<file path="src/rtl/dds_pkg.sv">
// dds_pkg: shared constants and types for the DDS phase/address datapath.
//   DDS_ACC_W / DDS_AW / DDS_PRESC_W : default accumulator, LUT address and prescaler widths
//   quad_e                           : quadrant encoding of the two phase MSBs
//   tw_t                             : tuning-word type at the default accumulator width
package dds_pkg;

   localparam int unsigned DDS_ACC_W   = 16;
   localparam int unsigned DDS_AW      = 4;
   localparam int unsigned DDS_PRESC_W = 8;

   // Quadrant of the waveform, taken from the two phase MSBs.
   typedef enum logic [1:0] {
      Q0 = 2'd0,
      Q1 = 2'd1,
      Q2 = 2'd2,
      Q3 = 2'd3
   } quad_e;

   typedef logic [DDS_ACC_W-1:0] tw_t;

endpackage : dds_pkg

</file>
<file path="src/rtl/dds_quarter_map.sv">
// dds_quarter_map: combinational phase -> LUT address / sign mapping.
//   phase_msb : top AW+2 bits of the phase (the only bits the mapping depends on)
//   quarter   : 1 = quarter-wave mirroring, 0 = direct full-wave addressing
//   lut_ra_c  : LUT address
//   sign_c    : 1 = negative waveform half (quarter mode only)
module dds_quarter_map
   import dds_pkg::*;
#(
   parameter int unsigned ACC_W = DDS_ACC_W,
   parameter int unsigned AW    = DDS_AW
) (
   input  logic [AW+1:0] phase_msb,
   input  logic          quarter,
   output logic [AW-1:0] lut_ra_c,
   output logic          sign_c
);

   if (ACC_W < AW + 2) begin : g_bad_width
      $error("dds_quarter_map: ACC_W must be at least AW+2");
   end

   quad_e         quad;
   logic [AW-1:0] frac;

   // Full-wave: top AW bits. Quarter-wave: mirror odd quadrants, sign from upper half.
   always_comb begin
      quad     = quad_e'(phase_msb[AW+1:AW]);
      frac     = phase_msb[AW-1:0];
      lut_ra_c = phase_msb[AW+1 -: AW];
      sign_c   = 1'b0;
      if (quarter) begin
         case (quad)
            Q1, Q3:  lut_ra_c = ~frac;
            default: lut_ra_c = frac;
         endcase
         sign_c = (quad == Q2) || (quad == Q3);
      end
   end

endmodule : dds_quarter_map

</file>
<file path="src/rtl/dds_phase_accum.sv">
// dds_phase_accum: prescaled phase accumulator driving the waveform LUT read port.
//   clk, rst_n      : clock, asynchronous active-low reset
//   ena             : run enable; low freezes counting and suppresses strobes
//   tw_wr/tw_sel/tw_byte : byte write into the shadow tuning word
//   commit          : request to move the shadow word to the active word on a later tick
//   presc           : phase advances once per presc+1 enabled cycles
//   quarter         : quarter-wave mirroring mode
//   lut_re/lut_ra   : LUT read strobe and address (registered)
//   sign            : negative waveform half (registered)
//   wrap            : phase carried out of the accumulator on this step (registered)
//   pending         : a commit is waiting for the next tick
module dds_phase_accum
   import dds_pkg::*;
#(
   parameter int unsigned ACC_W   = DDS_ACC_W,
   parameter int unsigned AW      = DDS_AW,
   parameter int unsigned PRESC_W = DDS_PRESC_W,
   parameter int unsigned SEL_W   = ((ACC_W / 8) > 1) ? $clog2(ACC_W / 8) : 1
) (
   input  logic               clk,
   input  logic               rst_n,
   input  logic               ena,
   input  logic               tw_wr,
   input  logic [SEL_W-1:0]   tw_sel,
   input  logic [7:0]         tw_byte,
   input  logic               commit,
   input  logic [PRESC_W-1:0] presc,
   input  logic               quarter,
   output logic               lut_re,
   output logic [AW-1:0]      lut_ra,
   output logic               sign,
   output logic               wrap,
   output logic               pending
);

   localparam int unsigned NBYTES = ACC_W / 8;

   logic [PRESC_W-1:0] cnt_q,     cnt_d;
   logic [ACC_W-1:0]   shadow_q,  shadow_d;
   logic [ACC_W-1:0]   tw_act_q,  tw_act_d;
   logic [ACC_W-1:0]   phase_q,   phase_d;
   logic               pending_q, pending_d;
   logic               lut_re_q,  lut_re_d;
   logic [AW-1:0]      lut_ra_q,  lut_ra_d;
   logic               sign_q,    sign_d;
   logic               wrap_q,    wrap_d;

   logic               tick_c;
   logic [ACC_W-1:0]   step_c;
   logic [ACC_W:0]     sum_c;
   logic [AW-1:0]      map_ra_c;
   logic               map_sign_c;

   // Prescaler: >= lets a reduced presc tick immediately instead of wrapping the counter.
   always_comb begin
      tick_c = ena && (cnt_q >= presc);
      cnt_d  = cnt_q;
      if (tick_c) begin
         cnt_d = '0;
      end else if (ena) begin
         cnt_d = cnt_q + PRESC_W'(1);
      end
   end

   // Shadow word byte writes; indices beyond the word match no byte and are dropped.
   always_comb begin
      shadow_d = shadow_q;
      if (tw_wr) begin
         for (int unsigned i = 0; i < NBYTES; i++) begin
            if (tw_sel == SEL_W'(i)) begin
               shadow_d[i*8 +: 8] = tw_byte;
            end
         end
      end
   end

   // A pending commit is consumed by the next tick and that step already uses the new word.
   // pending_q is still 0 on a tick coincident with commit, which defers it one tick.
   always_comb begin
      step_c    = pending_q ? shadow_q : tw_act_q;
      sum_c     = {1'b0, phase_q} + {1'b0, step_c};
      tw_act_d  = tw_act_q;
      phase_d   = phase_q;
      pending_d = pending_q;
      if (tick_c) begin
         phase_d = sum_c[ACC_W-1:0];
      end
      if (tick_c && pending_q) begin
         tw_act_d  = shadow_q;
         pending_d = 1'b0;
      end else if (commit) begin
         pending_d = 1'b1;
      end
   end

   dds_quarter_map #(
      .ACC_W (ACC_W),
      .AW    (AW)
   ) u_map (
      .phase_msb (sum_c[ACC_W-1 -: AW+2]),
      .quarter   (quarter),
      .lut_ra_c  (map_ra_c),
      .sign_c    (map_sign_c)
   );

   // Output stage: strobes follow the tick, address and sign hold between ticks.
   always_comb begin
      lut_re_d = tick_c;
      wrap_d   = tick_c && sum_c[ACC_W];
      lut_ra_d = lut_ra_q;
      sign_d   = sign_q;
      if (tick_c) begin
         lut_ra_d = map_ra_c;
         sign_d   = map_sign_c;
      end
   end

   always_ff @(posedge clk or negedge rst_n) begin
      if (!rst_n) begin
         cnt_q     <= '0;
         shadow_q  <= '0;
         tw_act_q  <= '0;
         phase_q   <= '0;
         pending_q <= 1'b0;
         lut_re_q  <= 1'b0;
         lut_ra_q  <= '0;
         sign_q    <= 1'b0;
         wrap_q    <= 1'b0;
      end else begin
         cnt_q     <= cnt_d;
         shadow_q  <= shadow_d;
         tw_act_q  <= tw_act_d;
         phase_q   <= phase_d;
         pending_q <= pending_d;
         lut_re_q  <= lut_re_d;
         lut_ra_q  <= lut_ra_d;
         sign_q    <= sign_d;
         wrap_q    <= wrap_d;
      end
   end

   assign lut_re  = lut_re_q;
   assign lut_ra  = lut_ra_q;
   assign sign    = sign_q;
   assign wrap    = wrap_q;
   assign pending = pending_q;

endmodule : dds_phase_accum

</file>
<file path="config.mk">
export PLATFORM = sky130hd
export DESIGN_NAME = dds_phase_accum
export DESIGN_NICKNAME = d
export VERILOG_FILES = /design/src/rtl/dds_pkg.sv /design/src/rtl/dds_quarter_map.sv /design/src/rtl/dds_phase_accum.sv
export SDC_FILE = /design/constraint.sdc
export NUM_CORES = 1
export LEC_CHECK = 0
export CORE_ASPECT_RATIO = 2
export CORE_MARGIN = 3
export CORE_UTILIZATION = 30
export CTS_CLUSTER_SIZE = 8
export DETAILED_ROUTE_END_ITERATION = 6
export PLACE_DENSITY_LB_ADDON = 0.12
export SLEW_MARGIN = 20
export SYNTH_ARGS = -nofsm -noshare
export SYNTH_HDL_FRONTEND = slang
export SYNTH_SLANG_ARGS = --single-unit
</file>
<file path="constraint.sdc">
create_clock -name clk -period 4.2 [get_ports clk]
set_clock_uncertainty 0.15 [all_clocks]
set_input_delay 0.63 -clock clk [delete_from_list [all_inputs] [get_ports clk]]
set_output_delay 0.63 -clock clk [all_outputs]
set_load 0.05 [all_outputs]
</file>
==> results of run 1 <==
cell type report:
| class | count | area (sq um) |
|---|---|---|
| clock buffers | 11 | 242.7 |
| clock inverters | 5 | 80.08 |
| fillers | 1191 | 7370 |
| inverters | 15 | 56.30 |
| multi-input cells | 242 | 1919 |
| flip-flops and latches | 64 | 1602 |
| well taps | 145 | 181.4 |
| repair buffers | 33 | 320.3 |
Yosys cell counts (2+ instances only):
cell,number,share of area
a211oi_1,3,0.0062
xnor3_1,2,0.012
nor2b_1,4,0.0069
ha_1,25,0.087
clkbuf_1,5,0.0052
buf_1,3,0.0031
xor2_1,10,0.024
a21oi_2,4,0.0097
nor3_1,4,0.0055
o31ai_1,3,0.0062
nor2_1,14,0.015
inv_1,14,0.015
mux2_1,9,0.028
nand3_1,9,0.012
a21o_1,6,0.012
dfrtp_1,64,0.44
nand2_1,42,0.044
o21bai_1,2,0.0042
o21ai_0,20,0.028
mux2_2,40,0.12
nand2_2,2,0.0035
and3_1,2,0.0035
o21ai_1,5,0.0069
nand2b_1,2,0.0035
a21bo_2,2,0.0055
a21oi_1,8,0.011
xnor2_1,8,0.019
worst max-delay path: cells and delay by family (launching register included):
family          cells  cell delay [ns]
fa+ha+maj           1             0.38
simple gates        3             0.38
flops               1             0.46
mux                 2             0.64
buf+inv             1             0.28
xor+xnor            1             0.35
compound gates      4             0.71
power by group through the flow:
| stage | registers (uW) | logic (uW) | clock network, uW |
|---|---|---|---|
| 6_report | 973 | 1430 | 804 |
| 2_1_floorplan | 1020 | 1060 | 0 |
| 3_5_place_dp | 985 | 1460 | 0 |
| 5_1_grt | 1010 | 1610 | 859 |
| 4_1_cts | 977 | 1470 | 831 |
| 3_3_place_gp | 982 | 1440 | 0 |
metrics by stage:
stage	hold slack, ns	worst slack, ns
after floorplan	0.1844	0.3921
after global placement	0.3150	0.7183
after detailed placement	0.3172	0.7317
after CTS	0.3358	0.7360
after global routing	0.2068	0.5716
final	0.1630	0.7885
sequential cells by signal (all words and copies together), names as in the netlist:
name	cells
pending	1
shadow_q	16
tw_act_q	16
lut_re	1
sign	1
lut_ra	4
wrap	1
phase_q	16
cnt_q	8
kinds of logic (layout without fill, tap and decap cells):
kind of cell,Yosys count,after routing
and+or+nand+nor,82,82
DFF,64,64
AOI/OAI and AO/OA,63,63
muxes,50,50
adders and majority gates,26,26
buffers and inverters,24,64
xor gates and xnor gates,21,21
routing by layer:
| metal | up-vias | share of wire | track usage |
|---|---|---|---|
| li1 | 1226 | - | - |
| met1 | 1166 | 0.39 | 0.1417 |
| met2 | 38 | 0.56 | 0.2408 |
| met3 | 11 | 0.031 | 0.02501 |
| met4 | 0 | 0.022 | 0.06808 |
| met5 | - | 0 | 0 |
worst max-delay path by stage:
stage | start | endpoint | slack [ns] | cells past startpoint
2_1_floorplan | pending | lut_ra[1] | 0.39 | 13
3_3_place_gp | pending | lut_ra[1] | 0.72 | 12
3_5_place_dp | presc[4] | tw_act_q[2] | 0.73 | 12
4_1_cts | pending | lut_ra[1] | 0.74 | 12
5_1_grt | pending | lut_ra[1] | 0.57 | 12
6_report | pending | lut_ra[1] | 0.79 | 12
==> flow_summary.toml, run 1 <==
[setup_path]
setup.worst_path.end_class = "flop"
cp.arrival_ns = 3.52
critPathSlowestCell = "dfrtp_1"
critPathMaxStageDelay_ns = 0.46
reg2reg_to = "lut_ra[1]"
start_kind = "flop"
crit_type = "reg -> reg"
biggest_fanout_along_the_worst_timing_path = 15
timing.critical_path.required_ns = 4.31
reg2reg_slack_ns = 0.79
worst_r2r_startpoint = "pending"
worstRegToRegCells = 12
critical_path_cell_sequence = "buf_4 > mux2_2 > ha_1 > nand3_1 > o21bai_2 > nor4_2 > nor2_2 > a21oi_2 > a211o_4 > xnor3_1 > mux2_4 > o21ai_2"

[drt]
drc_errors = 0
final_antenna_net_count = 0
postRouteWirelength_mm = 7.938
route.vias.total = 2441
first_pass_iters = 4
wl_per_cell_microns = 15.41
drt-vias-per-instance = 4.740
dr.first_iter.drc_count = 97

[global_routing]
globalRouteTotalUtil = 0.1318
grt_start_max_net_pins = 45
grt_pass1_wl_mm = 13.71
antenna_found_initial = 0
gr-total-overflow = 0
via_count_of_the_first_global_routing_pass = 2736

[timing]
layout_worst_path_cycle_share = 0.8123
final-max-slew-violation-count = 0
period_minus_slack_ns = 3.411
clock.fmax_mhz = 293.1
tightestPinTransition_ns = 0.8695
fin_hold_viols = 0
setup_tns_ns = 0
timing.max_slew.rel_slack = 0.4192
rsz0062_at_grt = "no"
setup_viol = 0

[cts]
clock_sinks = 64
cts_htree_levels = 3
count_of_cells_resized_by_post_cts_repair = 0
post-cts-setup-buffers = 0
clock_buffers_created_by_tritoncts = 9
clock_insertion_delay_at_the_later_pin_of_the_skew_report_ns = 0.33
tritoncts_clock_tree = "yes"
clk_pin_slew_worst_paths_ns = 0.06
cts.root.buffer_cell = "clkbuf_16"
cts.path.max_buffers = 2
holdBufCountCts = 0

[layout]
final_cells = 515
final_common_cell = "dfrtp_1"
finalCoreUtilization = 0.3739
most-common-layout-cells = "64 x dfrtp_1, 42 x nand2_1, 40 x mux2_2"
drive_above_1_share = 0.2108
nets = 414
synthToLayoutAreaGrowth_pct = 21.77
layout.cell_area.non_filler_sq_um = 4402
insertedDiodeCount = 0

[outcome]
run_status = "finished, final reports clean"

[placed_design]
numPortBuffers = 30
post-place-cells = 499
place_area_sq_um = 4076
last_weighted_congestion_value_of_the_routability_driven_placer = 0.7519
dp.final_hpwl_mm = 6.074

[worst_hold_path]
min-delay-path-class = "in -> async"

[floorplan]
core_area_sq_um = 11770
num_io_pins = 31
die_area_sq_um = 13480
die_w_microns = 83.62
floorplan.initialDensity = 0.3071
die_y_microns = 161.2
std_cell_rows = 56

[logic_synthesis]
synthXorXnorAreaFrac = 0.06057
synth.cell_area_sq_um = 3615
synth-warning-count = 0
synth_enable_flop_cells = 0
postSynthRegisterBits = 64
synth_fp_nets = 379
yosys.cell_types.count = 45
dominant_combinational_cell_family_by_area_after_synthesis = "multiplexers"
synth_compound_gate_area_share = 0.1205
synth-async-reset-ratio = 1.000
dominantRegCellSynth = "dfrtp_1"
syn-instance-count = 330
synth_fa_ha_area_frac = 0.09207
yosysSeqAreaShare = 0.4431
yosys.area_share.simple = 0.1011
post_synth_mux_area_share = 0.1568
syn_avg_cell_area_sq_um = 10.95

[flow_run]
maxCapViolCount = 0

[pwr]
netSwitchingPower_uw = 1160
power.ir.vdd_worst_v = 0.0002730
clock_power_share = 0.251
internal_cell_power_uw = 2047
combPwrFrac = 0.446
p_leak_uw = 0.002041
power_uw = 3207
power.density_nw_per_um2 = 728.6
part_of_the_total_power_dissipated_in_sequential_elements = 0.303
proportion_of_total_power_due_to_net_switching = 0.3618
Power figures use the tool's default switching activity.
==> inputs of run 2 (changes only) <==
clock period = 3.1 ns   (was 4.2 ns; I/O delays follow)
==> flow_summary.toml, run 2 (synthesis results as in run 1) <==
[outcome]
run_status = "finished, final reports clean"

[drt]
drt-vias-per-instance = 4.751
route.vias.total = 2580
final_antenna_net_count = 0
dr.first_iter.drc_count = 74
first_pass_iters = 4
wl_per_cell_microns = 15.39
drc_errors = 0
postRouteWirelength_mm = 8.358

[setup_path]
critPathMaxStageDelay_ns = 0.45
worst_r2r_startpoint = "pending"
crit_type = "reg -> reg"
reg2reg_slack_ns = 0.04
worstRegToRegCells = 13
cp.arrival_ns = 3.15
cp.buffers_inverters = 1
biggest_fanout_along_the_worst_timing_path = 5
critPathSlowestCell = "dfrtp_2"
path_depth = 13
reg2reg_to = "lut_ra[3]"
start_kind = "flop"
critPathTopFamily = "compound AO/OA/AOI/OAI gates"
critical_path_cell_sequence = "mux2_4 > ha_4 > fa_2 > a21oi_4 > o21bai_2 > nor4_4 > nor2_2 > a21oi_2 > a211o_4 > buf_12 > xnor2_4 > xor2_1 > o31ai_1"
timing.critical_path.required_ns = 3.19
setup.worst_path.end_class = "flop"

[timing]
whs_ns = 0.1380
layout_worst_path_cycle_share = 0.9873
post-route-worst-setup-slack_ns = 0.03944
clock.fmax_mhz = 326.7
rsz0062_at_grt = "yes"
final-max-slew-violation-count = 0
setup_viol = 0
fin_hold_viols = 0
period_minus_slack_ns = 3.061
tightestPinTransition_ns = 0.8553
timing.max_slew.rel_slack = 0.4298
setup_tns_ns = 0

[cts]
clk_pin_slew_worst_paths_ns = 0.05
clock_buffers_created_by_tritoncts = 9
clock_sinks = 64
holdBufCountCts = 0
cts.root.buffer_cell = "clkbuf_16"
tritoncts_clock_tree = "yes"
clock_insertion_delay_at_the_later_pin_of_the_skew_report_ns = 0.33
cts.path.max_buffers = 2
cts_htree_levels = 3

[floorplan]
die_area_sq_um = 13480
die_w_microns = 83.62
die_y_microns = 161.2
std_cell_rows = 56
floorplan.initialDensity = 0.3071
core_area_sq_um = 11770
num_io_pins = 31

[global_routing]
grt_pass1_wl_mm = 13.75
gr-total-overflow = 0
grt_start_max_net_pins = 65
globalRouteTotalUtil = 0.1321
antenna_found_initial = 0
via_count_of_the_first_global_routing_pass = 2737

[flow_run]
maxCapViolCount = 0

[layout]
most-common-layout-cells = "63 x dfrtp_1, 42 x nand2_1, 36 x mux2_2"
synthToLayoutAreaGrowth_pct = 34.72
reg_top3 = "phase_q (16), shadow_q (16), tw_act_q (16)"
drive_above_1_share = 0.3141
final_common_cell = "dfrtp_1"
seqCellArea_sq_um = 1603
final_cells = 543
nets = 442
insertedDiodeCount = 0
fillCellCount = 1176
multi_input_comb_area_sq_um = 2142

[placed_design]
pre_cts_slack_ns = -0.07236
numPortBuffers = 30
last_weighted_congestion_value_of_the_routability_driven_placer = 0.7547
dp.final_hpwl_mm = 6.377
post-place-cells = 524

[pwr]
p_leak_uw = 0.002228
power.density_nw_per_um2 = 1022
power.ir.vdd_worst_v = 0.0003764

[worst_hold_path]
min-delay-path-class = "in -> async"
run 2: per-stage QoR:
step	instance area (sq um)	util	total power [uW]
4_1_cts	4712	0.4003	4832
2_1_floorplan	3649	-	2860
5_1_grt	4870	0.4137	5364
6_report	4870	0.4137	4976
3_5_place_dp	4309	0.3661	3580
3_3_place_gp	4309	0.3661	3560
run 2: power by group:
group,switching [uW],internal (uW),total (uW)
clock,367,724,1090
combinational,1170,1360,2530
sequential,228,1130,1360
total,1770,3210,4980
run 2: cell type report:
class / count / share of cell area
multi-input combinational: 242 / 0.4399
inverter: 15 / 0.01156
clock buffer: 11 / 0.04985
timing repair buffer: 61 / 0.1159
clock inverter: 5 / 0.01644
tap: 145 / 0.03726
sequential: 64 / 0.3291
run 2: per-layer routing:
metal | vias to the layer above | wire [microns] | GRT usage
met3 | 15 | 252 | 0.03318
met2 | 36 | 4602 | 0.2411
li1 | 1280 | - | -
met4 | 0 | 200 | 0.05783
met1 | 1249 | 3303 | 0.1416
met5 | - | 0 | 0
run 2: worst max-delay path by stage:
| stage | from | end | slack [ns] |
|---|---|---|---|
| floorplan | pending | lut_ra[1] | -0.23 |
| detailed placement | pending | lut_ra[1] | -0.07 |
| CTS | pending | lut_ra[3] | -0.0006 |
| global route | pending | lut_ra[3] | -0.1 |
| finish | pending | lut_ra[3] | 0.04 |
| global placement | pending | lut_ra[0] | -0.03 |
run 2: timing repair:
action                                  CTS  global route
setup buffers                             1             2
hold endpoints to repair                  0             0
endpoints found under the setup margin    5             8
pin swaps                                 2            15
gates resized for setup                   8            22
==> inputs of run 3 (changes only) <==
SLEW_MARGIN = unset   (was 20)
==> results of run 3 <==
Same layout as run 2: the final DEF is identical, and so are final timing and power.
